### config.mk
export PLATFORM = sky130hd
export DESIGN_NAME = pipe_stage_reg
export DESIGN_NICKNAME = d
export VERILOG_FILES = /design/src/rtl/pipe_stage_reg.sv
export SDC_FILE = /design/constraint.sdc
export NUM_CORES = 1
export LEC_CHECK = 0
export BUFFER_PORTS_ARGS = -buffer_cell sky130_fd_sc_hd__buf_2
export CORE_AREA = 2 2 129 131
export DETAILED_ROUTE_END_ITERATION = 6
export DIE_AREA = 0 0 131 133
export GPL_ROUTABILITY_DRIVEN = 0
export PLACE_DENSITY = 0.7
export SLEW_MARGIN = 20
export SYNTH_ARGS = -nofsm -noshare
export SYNTH_HDL_FRONTEND = slang
export SYNTH_SLANG_ARGS = --single-unit
### constraint.sdc
create_clock -name clock -period 2.93 [get_ports clock]
set_clock_uncertainty 0.05 [all_clocks]
set_input_delay 0.586 -clock clock [delete_from_list [all_inputs] [get_ports clock]]
set_output_delay 0.586 -clock clock [all_outputs]
set_load 0.1 [all_outputs]
### src/rtl/pipe_stage_reg.sv
// pipe_stage_reg: elastic valid/ready pipeline register; define PIPE_STAGE_SKID_EN for a skid buffer.
module pipe_stage_reg #(
  parameter int WIDTH  = 32,
  parameter int FIELDS = 5
) (
  input  logic                    clock,
  input  logic                    reset_n,
  input  logic                    flush,
  input  logic                    in_valid,
  output logic                    in_ready,
  input  logic [FIELDS*WIDTH-1:0] in_data,
  output logic                    out_valid,
  input  logic                    out_ready,
  output logic [FIELDS*WIDTH-1:0] out_data,
  output logic [1:0]              occupancy
);
  localparam int BW = FIELDS * WIDTH;
  logic [1:0]    occ_q, occ_d;
  logic [BW-1:0] main_q, main_d;
  logic          accept, emit;
  assign out_valid = occ_q != 2'd0;
  assign out_data  = main_q;
  assign occupancy = occ_q;
  assign accept    = in_valid & in_ready;
  assign emit      = out_valid & out_ready;
`ifdef PIPE_STAGE_SKID_EN
  logic [BW-1:0] skid_q, skid_d;
  assign in_ready = occ_q != 2'd2;
  always_comb begin
    occ_d  = occ_q;
    main_d = main_q;
    skid_d = skid_q;
    case (occ_q)
      2'd0: begin
        occ_d  = accept ? 2'd1 : 2'd0;
        main_d = accept ? in_data : main_q;
      end
      2'd1: begin
        occ_d  = accept ? (emit ? 2'd1 : 2'd2) : (emit ? 2'd0 : 2'd1);
        main_d = (accept & emit) ? in_data : main_q;
        skid_d = (accept & !emit) ? in_data : skid_q;
      end
      default: begin
        occ_d  = emit ? 2'd1 : 2'd2;
        main_d = emit ? skid_q : main_q;
      end
    endcase
    if (flush) begin
      occ_d  = 2'd0;
      main_d = main_q;
      skid_d = skid_q;
    end
  end
  always_ff @(negedge clock or negedge reset_n) begin
    if (!reset_n) skid_q <= '0;
    else          skid_q <= skid_d;
  end
`else
  assign in_ready = !out_valid | out_ready;
  // With no skid slot, accept while full implies emit, so one entry is the ceiling.
  always_comb begin
    occ_d  = flush ? 2'd0 : {1'b0, accept | (occ_q[0] & !emit)};
    main_d = (accept & !flush) ? in_data : main_q;
  end
`endif
  always_ff @(negedge clock or negedge reset_n) begin
    if (!reset_n) begin
      occ_q  <= 2'd0;
      main_q <= '0;
    end else begin
      occ_q  <= occ_d;
      main_q <= main_d;
    end
  end
endmodule
==> out/results.md, run 1 <==
| Parameter | Reported |
| --- | --- |
| Worst r2r dst | out_data[112]$_DFFE_NN0P_ |
| Wire length of the first global-routing pass | 31700 µm |
| Initial Utilization | 0.373 |
| Total wirelength of the detailed-routed design | 21400 µm |
| Count of input and output buffers | 327 |
| Top-Level Pins | 329 |
| Reg2Reg Depth | 9 |
| Router iterations before antenna repair | 5 |
| Number of H-tree levels | 4 |
| Cell row count | 47 |
| Buffer cell driving the clock tree root | clkbuf_16 |
| Switching pwr | 0.00483 W |
| Number of buffers added by the clock tree synthesis step | 17 |
| Via count of the first global-routing pass | 5521 |
| Footprint of the multi-input gates | 0.00243 mm² |
| CTS tree | built |
| Estimated wirelength of the detail-placed design | 13400 µm |
| Die area | 0.0174 mm² |
| Number of vias in the routed layout | 4736 |
| Core occupancy in the finished layout | 0.777 |
| Buffers from clock root to sink, at most | 2 |
| Required time at the endpoint of the critical path | 1.65 ns |
| Int Power | 0.00611 W |
| Register-to-register setup slack | 0.88 ns |
| Capture point of the critical path | out_data[112]$_DFFE_NN0P_ |
| Count of clock tree sinks | 161 |
| Total core area | 0.0162 mm² |
| Remaining global-route overflow | 0 |
| Diodes inserted | 0 |
| Failing checks | setup timing |
| VDD IR-drop max | 0.547 mV |
| DR WL/cell | 21.4 µm |
| Unrepaired setup endpoints after global routing | true |
| Critical register-to-register path startpoint | occupancy[0]$_DFF_NN0_ |
| Post-synthesis share of cell area spent on and, or, nand and nor gates | 0.00436 |
| Layout cells sized above 1 | 0.790 |
| Fillers | 820 |
| Number of cells after detailed placement | 893 |
| Non-filler cells in the finished layout | 1004 |
| Final worst setup slack | -0.399 ns |
| Number of endpoints failing setup at the final stage | 323 |
| Category of the worst setup path capture point | flop |
| Static leakage | 6.14 nW |
| Crit path largest cell delay | 0.30 ns |
| Flip-flop and latch count after synthesis | 161 |
| Hold depth | 1 |
| Most frequent cell on the critical path | buf_6 |
| Iteration-0 DRC count of the detailed router | 135 |
| Synth Area per Inst | 17.4 µm² |
| Sw Share | 0.441 |
| CTS clk-pin slew, worst paths | 0.04 ns |
| Pin count of the biggest net entering global routing | 46 |
| Nets in the synthesized netlist | 511 |
| Cell-by-cell listing of the critical path | buf_6, nor2b_4, buf_4, buf_6, nor3b_4, buf_6, buf_12, buf_12, buf_16, mux2_4 |
| Final ANT Viol Nets | 0 |
| Max Transition Viols Final | 0 |
| Worst Path Class, Setup | primary input to flop |
| Synth Area in XOR/XNOR | 0 |
| Critical Path Slowest Stage Cell | mux2_4 |
| Max cap viols | 0 |
| Share of power burned in the clock network | 0.189 |
| Initial antenna violation count | 0 |
| Final worst hold slack | 0.471 ns |
| Area fraction in compound gates after synthesis | 0 |
| Outcome | finished, violations left |
| Die height | 133 µm |
| Worst skew pair latency | 0.39 ns |
| Worst setup slack before clock tree synthesis | -0.558 ns |
| Syn-to-layout area delta | 108% |
| Path category of the worst min-delay check | flop to flop |
| Yosys warns | 0 |
| Number of standard cells after synthesis | 346 |
| Peak fanout along the critical path | 7 |
| Start point of the critical path | out_ready |
| Total power per unit cell area | 870 mW/mm² |
| Seq/Total Area, Yosys | 0.668 |
| Register share of total power | 0.283 |
| Area of the mapped netlist | 0.00603 mm² |
| Global-route usage over all layers | 0.246 |
| Avg Vias per Cell | 4.72 |
| Mux contribution to synthesized area | 0.299 |
| Number of library cell types mapped by synthesis | 11 |
| Cts-stage hold buffer count | 0 |
| Data arrival time at the worst-slack endpoint | 2.05 ns |
| Fraction of the mapped netlist area in adder cells | 0 |
| Die Wd | 131 µm |
| Total number of nets in the final design | 936 |
| Startpoint type of the worst setup path | primary input |
| Share of total power in combinational logic | 0.529 |
| Number of design rule violations left after detail routing | 0 |
| Storage cell area | 0.00403 mm² |
| Largest family of logic cells by synthesized area | multiplexers |
| Final-report hold violation count | 0 |
[cell families (layout without fill, tap and decap cells)]
kind of cell | after synthesis | after routing
and+or+nand+nor | 4 | 4
buffers and inverters | 20 | 458
other | 1 | 1
muxes | 160 | 160
DFF | 161 | 161
[worst max-delay path: cells and delay by family]
kind	cells	cell delay (ns)
buf+inv	7	0.87
mux	1	0.30
simple gates	2	0.28
[cells in the final DEF, fill, tap and decap left out]
cell,Yosys,final
mux2_4,0,156
buf_6,10,12
nor2_1,2,2
dfrtn_1,161,161
clkbuf_1,0,1
buf_4,3,60
mux2_2,60,4
buf_12,0,180
clkinv_4,0,2
buf_2,6,162
nor3b_4,0,1
clkinv_2,0,3
clkbuf_16,0,17
buf_16,0,9
clkinvlp_4,0,4
nor2b_4,0,1
inv_6,0,2
buf_8,0,2
inv_2,0,1
conb_1,1,1
clkbuf_8,0,3
[synth_stat cells]
cell type  count  area, µm²
buf_6         10        113
dfrtn_1      161       4030
buf_2          6       30.0
nor3b_2        1       12.5
nor2b_1        1       6.26
inv_1          1       3.75
buf_4          3       22.5
mux2_2        60        676
conb_1         1       3.75
mux2_1       100       1130
nor2_1         2       7.51
[power by group through the flow]
stage	sequential, W	clock [W]	combinational [W]
2_1_floorplan	0.00565	0	0.000394
4_1_cts	0.00308	0.00209	0.00563
3_3_place_gp	0.00307	0	0.00511
3_5_place_dp	0.00310	0	0.00516
5_1_grt	0.00313	0.00221	0.00590
6_report	0.00309	0.00206	0.00578
[layout make-up]
class,instances,area share
clock buffers,21,0.0374
well taps,220,0.0219
multi-input cells,165,0.193
inverters,1,0.000299
repair buffers,425,0.420
clock inverters,11,0.00637
flip-flops and latches,161,0.321
[registers in the layout (all words and copies together), names as in the netlist]
name / cells
out_data: 160
occupancy: 1
[worst min path at each step]
| stage | start | end |
|---|---|---|
| after CTS | out_data[71]$_DFFE_NN0P_ | out_data[71]$_DFFE_NN0P_ |
| after floorplan | out_data[101]$_DFFE_NN0P_ | out_data[101]$_DFFE_NN0P_ |
| after detailed placement | out_data[80]$_DFFE_NN0P_ | out_data[80]$_DFFE_NN0P_ |
| after global routing | out_data[56]$_DFFE_NN0P_ | out_data[56]$_DFFE_NN0P_ |
| after global placement | out_data[61]$_DFFE_NN0P_ | out_data[61]$_DFFE_NN0P_ |
| final | out_data[71]$_DFFE_NN0P_ | out_data[71]$_DFFE_NN0P_ |
[per-layer routing]
layer  vias to the layer above  global-route usage  share of wire
li1                       2064                   -              -
met1                      2388               0.269           0.36
met2                       237               0.439           0.54
met3                        47              0.0736          0.071
met4                         0              0.0981          0.030
met5                         -                   0              0
[metrics by stage]
stage	total power, W	instance area (µm²)	setup TNS, ns
2_1_floorplan	0.00605	6050	-75.40
3_3_place_gp	0.00817	10500	-69.91
3_5_place_dp	0.00826	10500	-80.33
4_1_cts	0.0108	12400	-71.17
5_1_grt	0.0112	12600	-89.78
6_report	0.0109	12600	-80.98
[timing repair]
action / CTS / global route
gates resized for setup: 175 / 32
buffers inserted: 38 / 39
cloned: 14 / 0
setup endpoints to repair: 315 / 323
pin swaps: 1 / 1
Power figures use the tool's default switching activity.
==> run 2, diff against run 1 <==
--- a/config.mk
+++ b/config.mk
@@ -11,6 +11,7 @@
 export DIE_AREA = 0 0 131 133
 export GPL_ROUTABILITY_DRIVEN = 0
 export PLACE_DENSITY = 0.7
+export SKIP_CTS_REPAIR_TIMING = 1
 export SLEW_MARGIN = 20
 export SYNTH_ARGS = -nofsm -noshare
 export SYNTH_HDL_FRONTEND = slang
==> out/results.md, run 2 (synthesized netlist as in run 1, its figures left out) <==
| Parameter | Reported | Delta |
| --- | --- | --- |
| Outcome | finished, violations left |  |
| Unrepaired setup endpoints after global routing | true |  |
| Via count of the first global-routing pass | 4929 | -11% |
| Static leakage | 5.92 nW | -3.6% |
| Total number of nets in the final design | 892 | -4.7% |
| Max reg flops | 160 | unchanged |
| Wire length of the first global-routing pass | 25800 µm | -19% |
| DR WL/cell | 22.1 µm | +3.7% |
| Initial antenna violation count | 1 | +1 |
| Total core area | 0.0162 mm² | unchanged |
| Number of buffers added by the clock tree synthesis step | 17 | unchanged |
| Worst Path Class, Setup | flop to primary output |  |
| Count of input and output buffers | 327 | unchanged |
| Final worst setup slack | -0.377 ns | +0.0220 ns |
| Global-route usage over all layers | 0.196 | -0.0492 |
| Die area | 0.0174 mm² | unchanged |
| Final-report hold violation count | 0 | unchanged |
| Number of design rule violations left after detail routing | 0 | unchanged |
| CTS clk-pin slew, worst paths | 0.05 ns | about the same |
| Reg2Reg Depth | 7 | -2 |
| Register-to-register setup slack | 0.96 ns | +0.08 ns |
| Path category of the worst min-delay check | flop to flop |  |
| Count of clock tree sinks | 161 | unchanged |
| Avg Vias per Cell | 4.73 | +0.37% |
| Worst Hold Endpoint | out_data[136]$_DFFE_NN0P_ |  |
| Remaining global-route overflow | 0 | unchanged |
| Number of vias in the routed layout | 4550 | -3.9% |
| Final instance area | 0.0122 mm² | -2.8% |
| Category of the worst setup path capture point | primary output |  |
| Most used cells in the layout excluding fill and tap cells | 175 x buf_12, 162 x buf_2, 161 x dfrtn_1, 153 x mux2_4, 29 x clkbuf_16 |  |
| Syn-to-layout area delta | 103% |  |
| Die height | 133 µm | unchanged |
| Worst hold start | out_data[136]$_DFFE_NN0P_ |  |
| VDD IR-drop max | 0.573 mV | +4.8% |
| Startpoint type of the worst setup path | flop |  |
| Most common cell after layout, fill and taps aside | buf_12 |  |
| Fillers | 878 | +7.1% |
| CTS tree | built |  |
| Power consumption | 0.0108 W | -1.5% |
| Failing checks | setup timing |  |
| Highest signal layer in the routed design | met4 |  |
| Peak fanout along the critical path | 3 | -4 |
| Estimated wirelength of the detail-placed design | 13400 µm | unchanged |
| Total wirelength of the detailed-routed design | 21300 µm | -0.76% |
| Max cap viols | 0 | unchanged |
| Top-Level Pins | 329 | unchanged |
| Post-detailed-placement cell area | 0.0105 mm² | unchanged |
| Initial Utilization | 0.373 | unchanged |
| DR WL met3 | 1450 µm | -4.9% |
| Total power per unit cell area | 881 mW/mm² | +1.3% |
| Die Wd | 131 µm | unchanged |
| Buffers from clock root to sink, at most | 2 | unchanged |
| Amount of wire on met2 after detailed routing | 11900 µm | +1.9% |
| Iteration-0 DRC count of the detailed router | 94 | -30% |
| Pin count of the biggest net entering global routing | 46 | unchanged |
| Critical register-to-register path startpoint | occupancy[0]$_DFF_NN0_ |  |
| Worst skew pair latency | 0.40 ns | about the same |
| Final ANT Viol Nets | 0 | unchanged |
| Required time at the endpoint of the critical path | 2.29 ns | +0.64 ns |
| Layout cells sized above 1 | 0.773 | -0.0166 |
| Max Transition Viols Final | 0 | unchanged |
| Cell row count | 47 | unchanged |
| Data arrival time at the worst-slack endpoint | 2.67 ns | +0.62 ns |
| Sum of routed wire segments on met1 | 7650 µm | +0.21% |
| Hold depth | 1 | unchanged |
| Router iterations before antenna repair | 4 | -1 |
| Worst r2r dst | out_data[96]$_DFFE_NN0P_ |  |
| Buffer cell driving the clock tree root | clkbuf_16 |  |
| Number of endpoints failing setup at the final stage | 323 | unchanged |
| Number of H-tree levels | 4 | unchanged |
## run 2: changes by cell type in the layout (fill, tap and decap cells not counted)
cell       before  now
mux2_4        156  153
clkbuf_16      17   29
buf_4          60   20
diode_2         0    1
buf_6          12    5
buf_16          9    1
mux2_1          0    3
buf_8           2    6
buf_12        180  175
## run 2: layout make-up
class	instances	area (µm²)	share of cell area
diodes	1	2.50	0.000205
clock buffers	21	470	0.0385
well taps	220	275	0.0225
repair buffers	381	4940	0.404
inverters	1	3.75	0.000307
multi-input cells	165	2420	0.198
flip-flops and latches	161	4030	0.330
clock inverters	11	80.1	0.00655
## run 2: critical path, cell delays in order (launching register included)
cell and delay (ns):
dfrtn_1 0.41, nor2b_4 0.18, inv_2 0.06, buf_12 0.16
## run 2: metrics by stage
| step | cells | setup TNS (ns) | hold slack, ns | worst slack (ns) | utilization |
|---|---|---|---|---|---|
| floorplan | 346 | -75.40 | 1.07 | -0.837 | - |
| global placement | 893 | -69.91 | 0.444 | -0.473 | 0.649 |
| detailed placement | 893 | -80.33 | 0.451 | -0.558 | 0.649 |
| CTS | 925 | -51.65 | 0.451 | -0.454 | 0.683 |
| global route | 961 | -91.49 | 0.473 | -0.429 | 0.756 |
| finish | 961 | -80.37 | 0.453 | -0.377 | 0.756 |
## run 2: where the power goes
group / switching [W] / total [W] / internal, W / leakage (nW)
Clock: 0.000918 / 0.00207 / 0.00116 / 0.262
Combinational: 0.00342 / 0.00560 / 0.00218 / 3.76
Sequential: 0.000455 / 0.00310 / 0.00264 / 1.89
## run 2: metal layers
| layer | vias to the layer above | global-route usage |
|---|---|---|
| met4 | 0 | 0.0768 |
| met2 | 221 | 0.359 |
| li1 | 1972 | - |
| met5 | - | 0 |
| met1 | 2331 | 0.204 |
| met3 | 26 | 0.0655 |
## run 2: worst max path at each step
stage	slack, ns	end	from
3_3_place_gp	-0.47	out_data[45]$_DFFE_NN0P_	out_ready
2_1_floorplan	-0.84	in_ready	occupancy[0]$_DFF_NN0_
6_report	-0.38	in_ready	occupancy[0]$_DFF_NN0_
5_1_grt	-0.43	in_ready	occupancy[0]$_DFF_NN0_
3_5_place_dp	-0.56	out_data[45]$_DFFE_NN0P_	out_ready
4_1_cts	-0.45	in_ready	occupancy[0]$_DFF_NN0_
==> run 3, diff against run 2 <==
--- a/config.mk
+++ b/config.mk
@@ -10,7 +10,7 @@
 export DETAILED_ROUTE_END_ITERATION = 6
 export DIE_AREA = 0 0 131 133
 export GPL_ROUTABILITY_DRIVEN = 0
-export PLACE_DENSITY = 0.7
+export PLACE_DENSITY = 0.78
 export SKIP_CTS_REPAIR_TIMING = 1
 export SLEW_MARGIN = 20
 export SYNTH_ARGS = -nofsm -noshare
==> out/results.md, run 3 (synthesized netlist as in run 1, its figures left out) <==
| Parameter | Reported | Delta |
| --- | --- | --- |
| Outcome | finished, violations left |  |
| Failing checks | setup timing |  |
| Iteration-0 DRC count of the detailed router | 141 | +50% |
| Category of the worst setup path capture point | primary output |  |
| Reg2Reg Depth | 6 | -1 |
| Total number of nets in the final design | 911 | +2.1% |
| Non-filler cells in the finished layout | 977 | +1.7% |
| Avg Vias per Cell | 4.79 | +1.1% |
| Switching pwr | 0.00482 W | +0.67% |
| VDD IR-drop max | 0.558 mV | -2.6% |
| Die height | 133 µm | unchanged |
| Total wirelength of the detailed-routed design | 22600 µm | +6.3% |
| Layout cells sized above 1 | 0.780 | +0.00745 |
| Required time at the endpoint of the critical path | 2.29 ns | about the same |
| Remaining global-route overflow | 0 | unchanged |
| Worst skew pair latency | 0.39 ns | about the same |
| Total core area | 0.0162 mm² | unchanged |
| Buffering stage count on the worst path with inverters included | 2 | unchanged |
| Die area | 0.0174 mm² | unchanged |
| Count of clock tree sinks | 161 | unchanged |
| Total power per unit cell area | 899 mW/mm² | +2.0% |
| Initial antenna violation count | 1 | unchanged |
| Static leakage | 6.08 nW | +2.7% |
| Stages on the worst setup path | 3 | unchanged |
| Number of H-tree levels | 4 | unchanged |
| Syn-to-layout area delta | 107% |  |
| Critical register-to-register path startpoint | occupancy[0]$_DFF_NN0_ |  |
| Number of buffers added by the clock tree synthesis step | 17 | unchanged |
| Cell row count | 47 | unchanged |
| Estimated wirelength of the detail-placed design | 14200 µm | +6.1% |
| Register share of total power | 0.277 | -0.011 |
| Buffers from clock root to sink, at most | 2 | unchanged |
| CTS tree | built |  |
| Global-route usage over all layers | 0.208 | +0.0116 |
| DR WL/cell | 23.2 µm | +4.6% |
| Die Wd | 131 µm | unchanged |
| Router iterations before antenna repair | 4 | unchanged |
| Data arrival time at the worst-slack endpoint | 2.74 ns | +0.07 ns |
| Post-detailed-placement cell area | 0.0106 mm² | +1.5% |
| Cell-by-cell listing of the critical path | nor2b_4, inv_2, buf_12 |  |
| Kind of cell with the highest combined delay on the critical path | flip-flops |  |
| Hold depth | 1 | unchanged |
| Most common cell after layout, fill and taps aside | buf_12 |  |
| Sw Share | 0.429 | -0.0156 |
| Critical Path Slowest Stage Cell | dfrtn_1 |  |
| Max reg flops | 160 | unchanged |
| Final-report hold violation count | 0 | unchanged |
| Via count of the first global-routing pass | 4984 | +1.1% |
| Crit path largest cell delay | 0.43 ns | +0.02 ns |
| Max cap viols | 0 | unchanged |
| Number of cells after detailed placement | 912 | +2.1% |
| Startpoint type of the worst setup path | flop |  |
| Number of endpoints failing setup at the final stage | 320 | -0.93% |
| Peak fanout along the critical path | 3 | unchanged |
| Worst hold start | out_data[5]$_DFFE_NN0P_ |  |
| Most used cells in the layout excluding fill and tap cells | 175 x buf_12, 162 x buf_2, 161 x dfrtn_1, 156 x mux2_4, 30 x buf_4 |  |
| Number of vias in the routed layout | 4678 | +2.8% |
| Count of input and output buffers | 327 | unchanged |
| Max Transition Viols Final | 0 | unchanged |
| Path category of the worst min-delay check | flop to flop |  |
| Pin count of the biggest net entering global routing | 45 | -2.2% |
| Worst Path Class, Setup | flop to primary output |  |
| Power consumption | 0.0112 W | +4.3% |
| Final instance area | 0.0125 mm² | +2.3% |
| Fillers | 816 | -7.1% |
| Number of design rule violations left after detail routing | 0 | unchanged |
| Int Power | 0.00641 W | +7.3% |
| Buffer cell driving the clock tree root | clkbuf_16 |  |
| Final worst setup slack | -0.443 ns | -0.0663 ns |
| Share of power burned in the clock network | 0.219 | +0.027 |
| Final ANT Viol Nets | 0 | unchanged |
| Unrepaired setup endpoints after global routing | true |  |
| CTS clk-pin slew, worst paths | 0.05 ns | about the same |
| Initial Utilization | 0.373 | unchanged |
| Start point of the critical path | occupancy[0]$_DFF_NN0_ |  |
| Top-Level Pins | 329 | unchanged |
| Share of total power in combinational logic | 0.504 | -0.016 |
| Wire length of the first global-routing pass | 27100 µm | +5.2% |
[run 3: cell types whose count changed in the layout (fill, tap and decap cells not counted), sizes merged]
cell,before,now
buf,369,390
bufinv,0,5
clkbuf,33,30
clkinv,5,3
clkinvlp,4,0
inv,3,2
[run 3: area by class of cell]
class	instances	area, µm²	share of cell area
Timing Repair Buffer	400	5120	0.410
Clock buffer	20	457	0.0365
Inverter	1	3.75	0.000300
Multi-Input combinational cell	165	2430	0.194
Tap cell	220	275	0.0220
Clock inverter	9	181	0.0145
Antenna cell	1	2.50	0.000200
Sequential cell	161	4030	0.322
[run 3: worst paths after layout]
kind | end | slack (ns)
min reg2reg | out_data[5]$_DFFE_NN0P_ | 0.47
min in group asynchronous | out_data[31]$_DFFE_NN0P_ | 1.39
min | out_data[5]$_DFFE_NN0P_ | 0.47
max reg2reg | out_data[51]$_DFFE_NN0P_ | 1.11
max | in_ready | -0.44
max in group asynchronous | out_data[57]$_DFFE_NN0P_ | 0.87
[run 3: per-layer routing]
metal  GRT usage  part of all wire
met5           0                 0
met4      0.0904             0.034
met3      0.0667             0.070
met2       0.370              0.55
met1       0.223              0.35
[run 3: power by group through the flow]
stage / combinational, W / clock, W / sequential, W
finish: 0.00567 / 0.00246 / 0.00311
global route: 0.00578 / 0.00260 / 0.00314
CTS: 0.00520 / 0.00248 / 0.00307
detailed placement: 0.00519 / 0 / 0.00311
global placement: 0.00513 / 0 / 0.00307
floorplan: 0.000394 / 0 / 0.00565
[run 3: through the flow]
step	setup TNS, ns	util	worst slack (ns)	hold slack (ns)
floorplan	-75.40	-	-0.837	1.07
global placement	-74.95	0.658	-0.498	0.444
detailed placement	-80.19	0.658	-0.565	0.453
CTS	-51.77	0.698	-0.434	0.453
global route	-56.97	0.773	-0.453	0.480
finish	-51.84	0.773	-0.443	0.472
